==> src/rtl/fetch_control_pkg.sv <==
// fetch_control_pkg
//   Shared definitions for the instruction-fetch sequencer: default widths,
//   the halt opcode and the 3-bit FSM state encodings. The execute stage
//   imports the same package so both sides agree on the opcode field.
//   No ports (package only).
package fetch_control_pkg;

    localparam int ADDR_W_DEF  = 5;
    localparam int INSTR_W_DEF = 16;
    localparam int OP_W_DEF    = 4;

    localparam logic [OP_W_DEF-1:0] HALT_OP_DEF = 4'hF;

    localparam logic [2:0] ST_IDLE  = 3'd0;
    localparam logic [2:0] ST_CLR   = 3'd1;
    localparam logic [2:0] ST_FETCH = 3'd2;
    localparam logic [2:0] ST_LOAD  = 3'd3;
    localparam logic [2:0] ST_HOLD  = 3'd4;
    localparam logic [2:0] ST_HALT  = 3'd5;

endpackage

==> src/rtl/fetch_control_instr_reg.sv <==
// instr_reg
//   Instruction register plus its valid flag. The fetch FSM strobes `load`
//   when the ROM word is on `d`, and `accept` when the execute stage takes
//   the word. The register contents are kept after acceptance; only the
//   valid flag drops.
// Ports
//   clk       in   clock, all updates on posedge
//   rst       in   asynchronous active-high reset
//   load      in   capture d, raise valid
//   accept    in   execute stage took the word, drop valid
//   d         in   [INSTR_W-1:0] ROM read data
//   ir        out  [INSTR_W-1:0] instruction register
//   ir_valid  out  ir holds a word not yet accepted
module instr_reg
    import fetch_control_pkg::*;
#(
    parameter int INSTR_W = INSTR_W_DEF
) (
    input  logic               clk,
    input  logic               rst,
    input  logic               load,
    input  logic               accept,
    input  logic [INSTR_W-1:0] d,
    output logic [INSTR_W-1:0] ir,
    output logic               ir_valid
);

    logic [INSTR_W-1:0] ir_q, ir_d;
    logic               ir_valid_q, ir_valid_d;

    always_comb begin
        ir_d       = ir_q;
        ir_valid_d = ir_valid_q;
        if (load) begin
            ir_d       = d;
            ir_valid_d = 1'b1;
        end else if (accept) begin
            ir_valid_d = 1'b0;
        end
    end

    always_ff @(posedge clk or posedge rst) begin
        if (rst) begin
            ir_q       <= '0;
            ir_valid_q <= 1'b0;
        end else begin
            ir_q       <= ir_d;
            ir_valid_q <= ir_valid_d;
        end
    end

    assign ir       = ir_q;
    assign ir_valid = ir_valid_q;

endmodule

==> src/rtl/fetch_control.sv <==
// fetch_control
//   Instruction-fetch sequencer between the program counter and a
//   synchronous instruction ROM. Clears the PC on Start, addresses the ROM
//   with the PC, latches the returned word into the IR and hands it to the
//   execute stage over a valid/ready handshake; one word every 3 cycles
//   when the execute stage never stalls.
//   Optional feature macro: FETCH_HALT_DETECT_EN -- when defined, an accepted
//   word whose opcode equals HALT_OP stops fetching (HALT state) until the
//   next Start. When undefined, HALT is unreachable and Halted is 0.
// Ports
//   Clock    in   clock
//   Reset    in   asynchronous active-high reset
//   Start    in   (re)start from address 0; honoured in IDLE and HALT only
//   PC       in   [ADDR_W-1:0]  current program counter
//   Up       out  PC increment request (one cycle, in LOAD)
//   Clear    out  PC clear request (one cycle, in CLR)
//   IAddr    out  [ADDR_W-1:0]  ROM address, combinational copy of PC
//   IData    in   [INSTR_W-1:0] ROM data, valid one cycle after IAddr
//   IR       out  [INSTR_W-1:0] instruction register
//   IRValid  out  IR holds a word not yet accepted
//   IRReady  in   execute stage accepts when IRValid & IRReady at posedge
//   Halted   out  high while in HALT
//
// state | meaning
// IDLE  | waiting for Start after reset
// CLR   | Clear=1, PC goes to 0 at this edge
// FETCH | ROM samples IAddr=PC at this edge
// LOAD  | IR<=IData, IRValid<=1, Up=1 (PC+1 at this edge)
// HOLD  | IR presented until accepted
// HALT  | halt opcode accepted, waiting for Start
module fetch_control
    import fetch_control_pkg::*;
#(
    parameter int               ADDR_W  = ADDR_W_DEF,
    parameter int               INSTR_W = INSTR_W_DEF,
    parameter int               OP_W    = OP_W_DEF,
    parameter logic [OP_W-1:0]  HALT_OP = HALT_OP_DEF
) (
    input  logic               Clock,
    input  logic               Reset,
    input  logic               Start,
    input  logic [ADDR_W-1:0]  PC,
    output logic               Up,
    output logic               Clear,
    output logic [ADDR_W-1:0]  IAddr,
    input  logic [INSTR_W-1:0] IData,
    output logic [INSTR_W-1:0] IR,
    output logic               IRValid,
    input  logic               IRReady,
    output logic               Halted
);

`ifdef FETCH_HALT_DETECT_EN
    localparam logic HALT_EN = 1'b1;
`else
    localparam logic HALT_EN = 1'b0;
`endif

    logic [2:0] state_q, state_d;
    logic       load;
    logic       accept;
    logic       go_halt;

    assign load    = (state_q == ST_LOAD);
    assign accept  = (state_q == ST_HOLD) && IRValid && IRReady;
    // Opcode is taken from the word being accepted, which is the IR itself.
    assign go_halt = HALT_EN && (IR[INSTR_W-1 -: OP_W] == HALT_OP);

    always_comb begin
        state_d = state_q;
        case (state_q)
            ST_IDLE:  if (Start) state_d = ST_CLR;
            ST_CLR:   state_d = ST_FETCH;
            ST_FETCH: state_d = ST_LOAD;
            ST_LOAD:  state_d = ST_HOLD;
            ST_HOLD:  if (accept) state_d = go_halt ? ST_HALT : ST_FETCH;
            ST_HALT:  if (Start) state_d = ST_CLR;
            default:  state_d = ST_IDLE;
        endcase
    end

    always_ff @(posedge Clock or posedge Reset) begin
        if (Reset) state_q <= ST_IDLE;
        else       state_q <= state_d;
    end

    instr_reg #(
        .INSTR_W (INSTR_W)
    ) u_instr_reg (
        .clk      (Clock),
        .rst      (Reset),
        .load     (load),
        .accept   (accept),
        .d        (IData),
        .ir       (IR),
        .ir_valid (IRValid)
    );

    // Moore decodes: Up and Clear come from distinct states, never together.
    assign Up     = (state_q == ST_LOAD);
    assign Clear  = (state_q == ST_CLR);
    assign Halted = HALT_EN && (state_q == ST_HALT);
    assign IAddr  = PC;

endmodule

==> config.mk <==
export PLATFORM = sky130hd
export DESIGN_NAME = fetch_control
export DESIGN_NICKNAME = d
export VERILOG_FILES = /design/src/rtl/fetch_control_pkg.sv /design/src/rtl/fetch_control_instr_reg.sv /design/src/rtl/fetch_control.sv
export SDC_FILE = /design/constraint.sdc
export NUM_CORES = 1
export LEC_CHECK = 0
export BUFFER_PORTS_ARGS = -buffer_cell sky130_fd_sc_hd__buf_2
export CAP_MARGIN = 0
export CORE_MARGIN = 10
export CORE_UTILIZATION = 40
export DETAILED_ROUTE_END_ITERATION = 16
export PLACE_DENSITY = 0.73
export SETUP_SLACK_MARGIN = 0.05
export SLEW_MARGIN = 20
export SYNTH_ARGS = -nofsm -noshare
export SYNTH_HDL_FRONTEND = slang
export SYNTH_SLANG_ARGS = --single-unit
==> constraint.sdc <==
create_clock -name Clock -period 1.5 [get_ports Clock]
set_input_delay 0.075 -clock Clock [delete_from_list [all_inputs] [get_ports Clock]]
set_output_delay 0.075 -clock Clock [all_outputs]
set_load 0.005 [all_outputs]
**Word-level counts from Yosys, hierarchy flattened**

Cells that the tools add are included.

- $add $sub $neg: 0
- $mul: 0
- Divide/modulo/power cells: 0
- Order comparisons: 0
- Equal/unequal tests: 7
- Shifts and indexed selects: 0
- Mux-type cells: 5
- Bitwise operators: 0
- Reductions and logical operators: 6

Operator list:

| operator | number |
|---|---|
| $pmux W3 S5 | 1 |
| $eq A3 B2 Y1 const B | 2 |
| $eq A3 B3 Y1 const B | 2 |
| $mux W3 | 2 |
| $eq A3 B1 Y1 const B | 1 |
| $logic_not A3 Y1 | 1 |
| $logic_and A1 B1 Y1 | 2 |
| $mux W1 | 2 |
| $ne A2 B1 Y1 const B | 1 |
| $ne A2 B2 Y1 const B | 1 |
| $reduce_and A2 Y1 | 1 |
| $reduce_bool A2 Y1 | 1 |
| $reduce_or A2 Y1 | 1 |

- Flip-flop bits (word level): 20
- Bits in latches: 0
- Memory bits (writable): 0
- Bits in read-only memories: 0
- Output and inout bits: 25
- Logic and storage cells: 21
- Memories: 0

**Longest topological paths before layout**

Gate-level depths: netlist of run 1.

- Word-level depth: 5
- Depth in mapped cells: 5
- Mapped depth without buffers: 2

**Hierarchy**

A second synthesis of run 1 with hierarchy kept.

- Cells, all modules: 63
- Area total of the unflattened synthesis: 928.4 um2

By module, submodules not included:

| module | times used | cells an instance | area each (um2) | seq. area each (um2) |
|---|---|---|---|---|
| instr_reg | 1 | 38 | 686.9 | 425.4 |
| fetch_control | 1 | 25 | 241.5 | 75.1 |

**Worst setup path before layout of run 1**

Ideal clock, no wire load.

- Kind: flip-flop to flip-flop
- Start: register state_q[2]
- End: register u_instr_reg.ir_q[0], in the netlist u_instr_reg.ir[0]
- Library setup time: 0.125 ns
- Data arrival time: 1.141 ns
- Data required time: 1.375 ns
- Slack: 0.234 ns
- Stages on the path, launching flop included: 5
- Path buffers: 2
- Clock period less this slack: 1.266 ns
- Cells stage by stage: dfrtp_1 > nand3b_1 > buf_6 > buf_12 > mux2_4

- Longest elaborated chain between the ends: 1

Ends and longest elaborated chain:

| what | line | RTL |
|---|---|---|
| start, declared | fetch_control.sv:59 | `logic [2:0] state_q, state_d;` |
| start signal, assigned | fetch_control.sv:84 | `else state_q <= state_d;` |
| $eq A3 B2 Y1 | fetch_control.sv:64 | `assign load = (state_q == ST_LOAD);` |
| end signal, assigned | fetch_control_instr_reg.sv:47 | `ir_q <= ir_d;` |
| end, declared | fetch_control_instr_reg.sv:28 | `logic [INSTR_W-1:0] ir_q, ir_d;` |

No other way between the ends.
A chain may end at the register's enable or synchronous reset.

**Worst setup path in the final report of run 1**

- Start: register state_q[1]
- End: output Up

- Longest elaborated chain between the ends: 1

Ends and longest elaborated chain:

| what | line | RTL |
|---|---|---|
| $eq A3 B2 Y1 | fetch_control.sv:100 | `assign Up = (state_q == ST_LOAD);` |
| end, declared | fetch_control.sv:43 | `output logic Up,` |

No other way between the ends.

==> results of run 1 <==
[worst reg2reg max path: stages, from the launching register on]
cell	delay [ns]
dfrtp_1	0.47
nand3b_1	0.14
buf_4	0.21
mux2_4	0.32
[cells in the mapped netlist]
cell type and count:
dfrtp_1 20, mux2_4 7, o21bai_1 1, and2_1 1, nand2_1 1, buf_12 1
xor2_1 1, nand3b_1 1, nand2b_1 1, and3b_2 1, a22o_1 1, inv_1 4
o211ai_1 1, mux2_2 9, nor3b_1 2, buf_2 1, conb_1 1, o22ai_1 1
and2_2 1, buf_4 6, o41ai_1 1, buf_6 1
[cells by family after synthesis]
kind of cell / count (synthesis) / synth area share (%)
other: 1 / 0.4117
buffers and inverters: 13 / 10.58
AO/OA/AOI/OAI: 5 / 4.260
flip-flops: 20 / 54.95
multiplexers: 16 / 22.67
AND/OR/NAND/NOR: 8 / 6.182
XOR/XNOR: 1 / 0.9617
[repair_timing]
action | CTS | global route
hold endpoints to repair | 20 | 1
hold buffers | 1 | 1
resized for setup | 0 | 2
buffers inserted | 0 | 2
setup endpoints to repair | 0 | 1
[registers in the layout (all words and copies together) (netlist names)]
register and count:
state_q 3, u_instr_reg.ir_valid 1, u_instr_reg.ir 16
[metal layers]
metal	vias to the layer above	wire [microns]	global-route usage (%)
li1	286	-	-
met1	287	716	8.373
met2	24	1043	15.49
met3	2	263	3.306
met4	0	20	4.872
met5	-	0	0
[area by class of cell]
type	instances	area, sq um	area share (%)
Sequential cell	20	503.0	44.22
Clock buffer	3	22.52	1.980
Tap cell	28	35.03	3.080
Multi-Input combinational cell	31	314.1	27.61
Inverter	4	15.01	1.320
Timing Repair Buffer	45	247.7	21.78
[layout by cell type, fill, tap and decap left out, types with 2 or more instances in the layout]
master,synthesis,final
nor3b_1,2,2
clkbuf_4,0,3
dlygate4sd3_1,0,2
mux2_2,9,9
dfrtp_1,20,18
mux2_4,7,7
buf_2,1,38
inv_1,4,4
dfrtp_2,0,2
buf_4,6,5
[stage by stage]
step           setup WS [ns]  hold slack (ns)  power, mW  cells  util [%]
6_report              0.1347          0.01300      2.216    131     51.91
4_1_cts              0.09723         0.005405      2.217    128     50.66
5_1_grt              0.05145         0.001003      2.378    131     51.91
2_1_floorplan         0.2336          0.03883      1.637     64         -
3_3_place_gp          0.2806           0.1043      1.934    124     49.17
3_5_place_dp          0.2347           0.1129      1.976    124     49.17
[power breakdown]
| part | internal (mW) | leakage [nW] | switching, mW |
|---|---|---|---|
| sequential | 0.810 | 0.230 | 0.178 |
| clock | 0.0932 | 0.0138 | 0.146 |
| combinational | 0.627 | 0.355 | 0.361 |
[final timing paths]
path                                    start  slack (ns)  cells past startpoint                 end
min in group asynchronous               Reset        0.33                      4          state_q[2]
hold reg to reg            u_instr_reg.ir[10]        0.51                      1  u_instr_reg.ir[10]
hold / removal                      IData[13]        0.01                      2  u_instr_reg.ir[13]
max in group asynchronous               Reset        0.95                      4          state_q[0]
setup / recovery                   state_q[1]        0.13                      4                  Up
setup reg to reg                   state_q[1]        0.25                      3  u_instr_reg.ir[14]
==> results.py, run 1 <==
metrics = {
    "outcome": {
        "status": "complete, no violations",
    },
    "worst_setup_path": {
        "cp.required_ns": 1.42,
        "crit_path_end_kind": "output port",
        "cp_cell_sequence": "nand3b_1 > buf_4 > inv_1 > buf_2",
        "max_stage_delay_ns": 0.47,
        "critPathTopFamily": "flip-flops",
        "cpMaxStageDelayCell": "dfrtp_1",
        "worstSetupPathType": "reg2out",
        "cp-start-kind": "flop",
        "cp_data_arrival_time_ns": 1.29,
        "worstPathMaxFanout": 10,
        "crit_buf_inv": 3,
    },
    "synth": {
        "yosysTopAreaCell": "dfrtp_1",
        "synthCells": 64,
        "synthesis.area_sq_um": 910.9,
        "ys_seq_elements": 20,
        "synth.yosys.seq_area_share_pct": 54.95,
        "synthTopCellsByArea": "dfrtp_1 (55%), mux2_4 (12%), mux2_2 (11%)",
        "synth.distinct_cells": 22,
        "synth.top_cell.area_share_pct": 54.95,
        "ys_warn_count": 0,
        "syn-num-nets": 89,
        "syn_avg_cell_area_sq_um": 14.23,
    },
    "routing": {
        "num_vias": 599,
        "viasPerCell": 4.573,
        "wl_microns": 2044,
        "drt_iter0_drc": 12,
        "routedWlPerCell_microns": 15.60,
        "first_pass_iters": 3,
        "ant_nets": 0,
        "drc_errors": 0,
    },
    "global_routing": {
        "antenna_found_initial": 0,
        "grt_overflow": 0,
        "grt_max_degree": 21,
        "grt_pass1_vias": 634,
        "grt_pass1_wl_microns": 3070,
        "globalRouteTotalUtil_pct": 8.675,
    },
    "power_and_ir_drop": {
        "p_leak_nw": 0.5990,
        "ir_worst_vdd_mv": 0.6898,
        "power.density_nw_per_um2": 1948,
    },
    "final_layout": {
        "antenna_cells": 0,
        "area_growth_pct": 24.86,
        "fillCellCount": 188,
        "final_cell_area_sq_um": 1137,
        "drive_above_1_share_pct": 64.08,
        "layout.nets": 130,
    },
    "timing": {
        "hold_viol": 0,
        "tns_ns": 0,
        "rsz0062_at_grt": "false",
        "maxSlewViolCount": 0,
        "finalCritPeriodShare_pct": 91.02,
        "fmaxAchievable_mhz": 732.5,
        "period_needed_ns": 1.365,
        "setup_viol": 0,
        "fin_skew_ns": 0.002659,
    },
    "floorplan": {
        "rows": 17,
        "design.core.area_sq_um": 2191,
        "die_w_microns": 67.72,
        "ios": 50,
        "fp.dieH_microns": 67.72,
        "die_area_sq_um": 4586,
        "initial_core_util_pct": 41.58,
    },
    "run": {
        "cap_violations": 0,
    },
    "placed_design": {
        "gp_congestion": 0.7046,
        "hpwl_microns": 1644,
        "port_buffers": 38,
        "placedInstanceArea_sq_um": 1077,
    },
    "clock_network": {
        "h-tree-depth": 1,
        "clkLatencyLatePin_ns": 0.29,
        "cts_max_path_buffers": 2,
        "clkTransAtPathRegs_ns": 0.10,
        "cts-root-buf": "clkbuf_4",
        "cts_sinks": 20,
        "cts_tree": "yes",
        "cts_buffers": 3,
    },
    "min_path": {
        "hp-class": "in2reg",
    },
}
Note: power is estimated with default switching activity, not from simulation.
==> run 2, diff against run 1 <==
--- a/config.mk
+++ b/config.mk
@@ -7,10 +7,12 @@
 export LEC_CHECK = 0
 export BUFFER_PORTS_ARGS = -buffer_cell sky130_fd_sc_hd__buf_2
 export CAP_MARGIN = 0
+export CELL_PAD_IN_SITES_DETAIL_PLACEMENT = 0
+export CELL_PAD_IN_SITES_GLOBAL_PLACEMENT = 1
 export CORE_MARGIN = 10
-export CORE_UTILIZATION = 40
+export CORE_UTILIZATION = 32
 export DETAILED_ROUTE_END_ITERATION = 16
-export PLACE_DENSITY = 0.73
+export PLACE_DENSITY = 0.76
 export SETUP_SLACK_MARGIN = 0.05
 export SLEW_MARGIN = 20
 export SYNTH_ARGS = -nofsm -noshare
==> run 2 against run 1 <==
  * Sequential share of layout area decreased by 4.9 points
  * Clock power increased by 27%
  * Maximum frequency decreased by 0.40%
  * Flip-flop and latch count unchanged
  * Register-to-register slack got worse by 0.03 ns
  * Total power increased by 4.0%
  * Die area increased by 17%
  * Critical path type unchanged
==> results.py, run 2 (synthesis results as in run 1) <==
metrics = {
    "final_layout": {
        "layout.nets": 141,
        "largest_reg_flops": 16,
        "area_growth_pct": 40.25,
        "fillCellCount": 245,
        "drive_above_1_share_pct": 56.52,
        "mostFrequentLayoutCells": "buf_2 (38), dfrtp_1 (18), dlygate4sd3_1 (15)",
        "mostFrequentLayoutCell": "buf_2",
        "antenna_cells": 0,
        "utilization_pct": 46.73,
    },
    "global_routing": {
        "grt_pass1_vias": 720,
        "grt_overflow": 0,
        "grt_max_degree": 20,
        "globalRouteTotalUtil_pct": 7.868,
        "antenna_found_initial": 0,
        "grt_pass1_wl_microns": 3346,
    },
    "worst_setup_path": {
        "worstPathMaxFanout": 19,
        "reg2reg_slack_ns": 0.22,
        "worstSetupPathType": "reg2out",
        "cp-start-kind": "flop",
        "cp.required_ns": 1.42,
        "crit_path_end_kind": "output port",
        "cp_data_arrival_time_ns": 1.30,
        "worstRegToRegCells": 3,
        "r2r_start": "state_q[1]",
        "r2r_end": "u_instr_reg.ir[8]",
    },
    "clock_network": {
        "h-tree-depth": 1,
        "cts_sinks": 20,
        "post_cts_buffers": 0,
        "clkLatencyLatePin_ns": 0.29,
        "clkTransAtPathRegs_ns": 0.11,
        "cts_buffers": 3,
        "cts_tree": "yes",
        "cts_max_path_buffers": 2,
        "cts-root-buf": "clkbuf_4",
    },
    "timing": {
        "fmaxAchievable_mhz": 729.5,
        "rsz0062_at_grt": "false",
        "finalCritPeriodShare_pct": 91.38,
        "hold_viol": 0,
        "tns_ns": 0,
        "setup_viol": 0,
        "maxSlewViolCount": 0,
        "period_needed_ns": 1.371,
        "fin_skew_ns": 0.003015,
    },
    "floorplan": {
        "die_area_sq_um": 5380,
        "rows": 19,
        "ios": 50,
        "design.core.area_sq_um": 2734,
        "die_w_microns": 73.35,
        "fp.dieH_microns": 73.35,
        "initial_core_util_pct": 33.32,
    },
    "min_path": {
        "hp-class": "in2reg",
        "worstHoldEndpoint": "u_instr_reg.ir[9]",
        "holdPathStages": 2,
        "hp-start": "IData[9]",
    },
    "power_and_ir_drop": {
        "power.density_nw_per_um2": 1803,
        "power_mw": 2.304,
        "ir_worst_vdd_mv": 0.9857,
        "p_leak_nw": 0.6540,
    },
    "outcome": {
        "status": "complete, no violations",
    },
    "routing": {
        "drt_iter0_drc": 10,
        "viasPerCell": 4.493,
        "routedWlPerCell_microns": 14.42,
        "wl_microns": 2105,
        "ant_nets": 0,
        "num_vias": 656,
        "first_pass_iters": 2,
        "drc_errors": 0,
    },
    "placed_design": {
        "gp_congestion": 0.6719,
        "port_buffers": 38,
        "hpwl_microns": 1473,
    },
    "run": {
        "cap_violations": 0,
    },
}
[run 2: cell types whose count changed in the layout (fill, tap and decap cells not counted)]
cell and change:
dlygate4sd3_1 +13, clkbuf_8 +1, buf_4 -3, buf_8 +1
[run 2: layout make-up]
cell class	instances	area, sq um	area share (%)
Tap cell	31	38.79	3.036
Sequential cell	20	503.0	39.37
Timing Repair Buffer	56	370.4	28.99
Clock buffer	4	36.28	2.840
Multi-Input combinational cell	31	314.1	24.58
Inverter	4	15.01	1.175
[run 2: power breakdown]
group	internal, mW	leakage, nW	switching, mW
Clock	0.148	0.0210	0.155
Combinational	0.648	0.403	0.383
Sequential	0.810	0.230	0.160
[run 2: critical path, stage by stage (launching register included)]
cell and delay [ns]:
dfrtp_2 0.45, nand3b_1 0.20, buf_8 0.19, inv_1 0.06
buf_2 0.10
[run 2: per-layer routing]
metal	GRT usage (%)	wire (microns)	part of all wire, %
met2	14.04	1081	51
met3	3.499	235	11
met4	3.727	27	1.3
met5	0	0	0
met1	7.522	761	36
[run 2: how the worst max path moves through the flow]
stage,from,to
final,state_q[2],Up
after global routing,state_q[2],Up
after CTS,state_q[1],Up
after detailed placement,state_q[1],u_instr_reg.ir[10]
after global placement,state_q[2],u_instr_reg.ir[5]
after floorplan,state_q[2],u_instr_reg.ir[0]
[run 2: repair_timing]
item / 4_1_cts / 5_1_grt
hold buffers: 13 / 2
endpoints found under the setup margin: 1 / 1
endpoints found under the hold margin: 32 / 2
gates resized for setup: 1 / 3
[run 2: metrics by stage]
stage / hold WS, ns / std cells / setup slack, ns / instance area, sq um
floorplan: 0.03883 / 64 / 0.2336 / 910.9
global placement: -0.08228 / 127 / 0.1847 / 1081
detailed placement: -0.07934 / 127 / 0.1546 / 1081
CTS: 0.00002784 / 144 / 0.1014 / 1251
global route: 0.001831 / 146 / 0.06180 / 1277
finish: 0.008985 / 146 / 0.1292 / 1277
==> run 3, diff against run 2 <==
--- a/config.mk
+++ b/config.mk
@@ -11,6 +11,7 @@
 export CELL_PAD_IN_SITES_GLOBAL_PLACEMENT = 1
 export CORE_MARGIN = 10
 export CORE_UTILIZATION = 32
+export CTS_BUF_LIST = sky130_fd_sc_hd__clkbuf_16
 export DETAILED_ROUTE_END_ITERATION = 16
 export PLACE_DENSITY = 0.76
 export SETUP_SLACK_MARGIN = 0.05
==> run 3 against run 2 <==
  * Register-to-register slack worse by 0.06 ns
  * Global-route usage down 0.77 points
  * Largest power group unchanged
  * Combinational power down 5%
  * Maximum frequency up 0.39%
  * Clock skew down 0.0019 ns
  * Clock power up 76%
  * Highest routed layer unchanged
  * Total power up 7.3%
  * Count of clock-buffer cells in the layout down 1
==> results.py, run 3 (synthesis results as in run 1) <==
metrics = {
    "outcome": {
        "status": "complete, no violations",
    },
    "timing": {
        "hold_viol": 0,
        "finalCritPeriodShare_pct": 91.02,
        "maxSlewViolCount": 0,
        "setup_viol": 0,
        "fin_worst_hold_slack_ns": 0.05669,
        "tns_ns": 0,
        "rsz0062_at_grt": "false",
        "period_needed_ns": 1.365,
        "fin_skew_ns": 0.001080,
        "fmaxAchievable_mhz": 732.4,
    },
    "floorplan": {
        "die_w_microns": 73.35,
        "fp.dieH_microns": 73.35,
        "rows": 19,
        "initial_core_util_pct": 33.32,
        "ios": 50,
        "die_area_sq_um": 5380,
        "design.core.area_sq_um": 2734,
    },
    "power_and_ir_drop": {
        "ir_worst_vdd_mv": 1.033,
        "power.density_nw_per_um2": 2113,
        "p_leak_nw": 0.6124,
    },
    "global_routing": {
        "grt_max_degree": 20,
        "antenna_found_initial": 0,
        "grt_pass1_wl_microns": 3042,
        "grt_pass1_vias": 641,
        "globalRouteTotalUtil_pct": 7.102,
        "grt_overflow": 0,
    },
    "run": {
        "cap_violations": 0,
    },
    "routing": {
        "ant_nets": 0,
        "viasPerCell": 4.598,
        "routedWlPerCell_microns": 14.48,
        "wl_microns": 1911,
        "drc_errors": 0,
        "first_pass_iters": 2,
        "drt_iter0_drc": 12,
        "num_vias": 607,
    },
    "worst_setup_path": {
        "cp_cell_sequence": "nand3b_1 > buf_4 > inv_1 > buf_2",
        "cp_data_arrival_time_ns": 1.29,
        "worstPathMaxFanout": 19,
        "max_stage_delay_ns": 0.45,
        "worstSetupPathType": "reg2out",
        "crit_start": "state_q[1]",
        "crit_path_end_kind": "output port",
        "cp.required_ns": 1.42,
        "r2r_start": "state_q[1]",
        "cp-start-kind": "flop",
        "cpMaxStageDelayCell": "dfrtp_1",
    },
    "clock_network": {
        "cts_resized": 0,
        "cts_sinks": 20,
        "cts_max_path_buffers": 2,
        "clkLatencyLatePin_ns": 0.25,
        "cts_tree": "yes",
        "cts_buffers": 3,
        "cts-root-buf": "clkbuf_16",
        "h-tree-depth": 1,
        "clkTransAtPathRegs_ns": 0.05,
    },
    "placed_design": {
        "dp_cells": 127,
        "hpwl_microns": 1473,
        "gp_congestion": 0.6719,
        "port_buffers": 38,
    },
    "final_layout": {
        "largest_reg_flops": 16,
        "layout.nets": 127,
        "area_growth_pct": 28.43,
        "drive_above_1_share_pct": 61.39,
        "antenna_cells": 0,
        "mostFrequentLayoutCells": "buf_2 (38), dfrtp_1 (20), mux2_2 (9)",
        "stdcell_count": 132,
        "mostFrequentLayoutCell": "buf_2",
        "utilization_pct": 42.79,
    },
    "min_path": {
        "hp-start": "IData[2]",
        "hp-class": "in2reg",
    },
}
## run 3: cell types whose count changed in the layout (fill, tap and decap cells not counted)
cell	delta
clkbuf_16	+3
dfrtp_2	-2
buf_8	-1
dfrtp_1	+2
clkbuf_4	-3
clkbuf_8	-1
dlygate4sd3_1	-14
clkinv_1	+1
buf_4	+1
## run 3: power by group
part	switching [mW]	internal (mW)
clock network	0.178	0.354
registers	0.155	0.809
logic	0.365	0.610
total	0.699	1.77
## run 3: routing by layer
metal | up-vias | global-route usage, % | wire (microns)
li1 | 283 | - | -
met1 | 301 | 7.375 | 730
met2 | 21 | 12.03 | 958
met3 | 2 | 3.230 | 211
met4 | 0 | 3.106 | 11
met5 | - | 0 | 0
## run 3: cell type report
class,count,area [sq um]
repair buffers,42,222.7
clock inverters,1,3.754
well taps,31,38.79
flip-flops and latches,20,500.5
multi-input cells,31,314.1
clock buffers,3,75.07
inverters,4,15.01
fillers,265,1564
## run 3: stage by stage
stage	power (mW)	setup slack, ns	instance area [sq um]
detailed placement	1.966	0.1546	1081
global route	2.652	0.06704	1170
finish	2.472	0.1346	1170
CTS	2.522	0.1200	1170
floorplan	1.637	0.2336	910.9
global placement	1.945	0.1847	1081
## run 3: worst max-delay path, delay by kind of cell, from the launching register on
family	cells	cell delay (ns)
DFF	1	0.45
buffers and inverters	3	0.47
and+or+nand+nor	1	0.12
## run 3: final timing paths
check,slack (ns),to,cells past startpoint
worst min-delay path,0.06,u_instr_reg.ir[2],2
worst max-delay path,0.13,Up,4
worst max register to register,0.16,u_instr_reg.ir[10],3
max in group asynchronous,0.87,u_instr_reg.ir[10],4
worst min register to register,0.50,u_instr_reg.ir[8],1
min in group asynchronous,0.22,u_instr_reg.ir[1],3
## run 3: what timing repair did
action / 4_1_cts / 5_1_grt
setup buffers: 0 / 0
setup endpoints to repair: 0 / 0
hold buffers: 1 / 0
hold endpoints to repair: 20 / 0
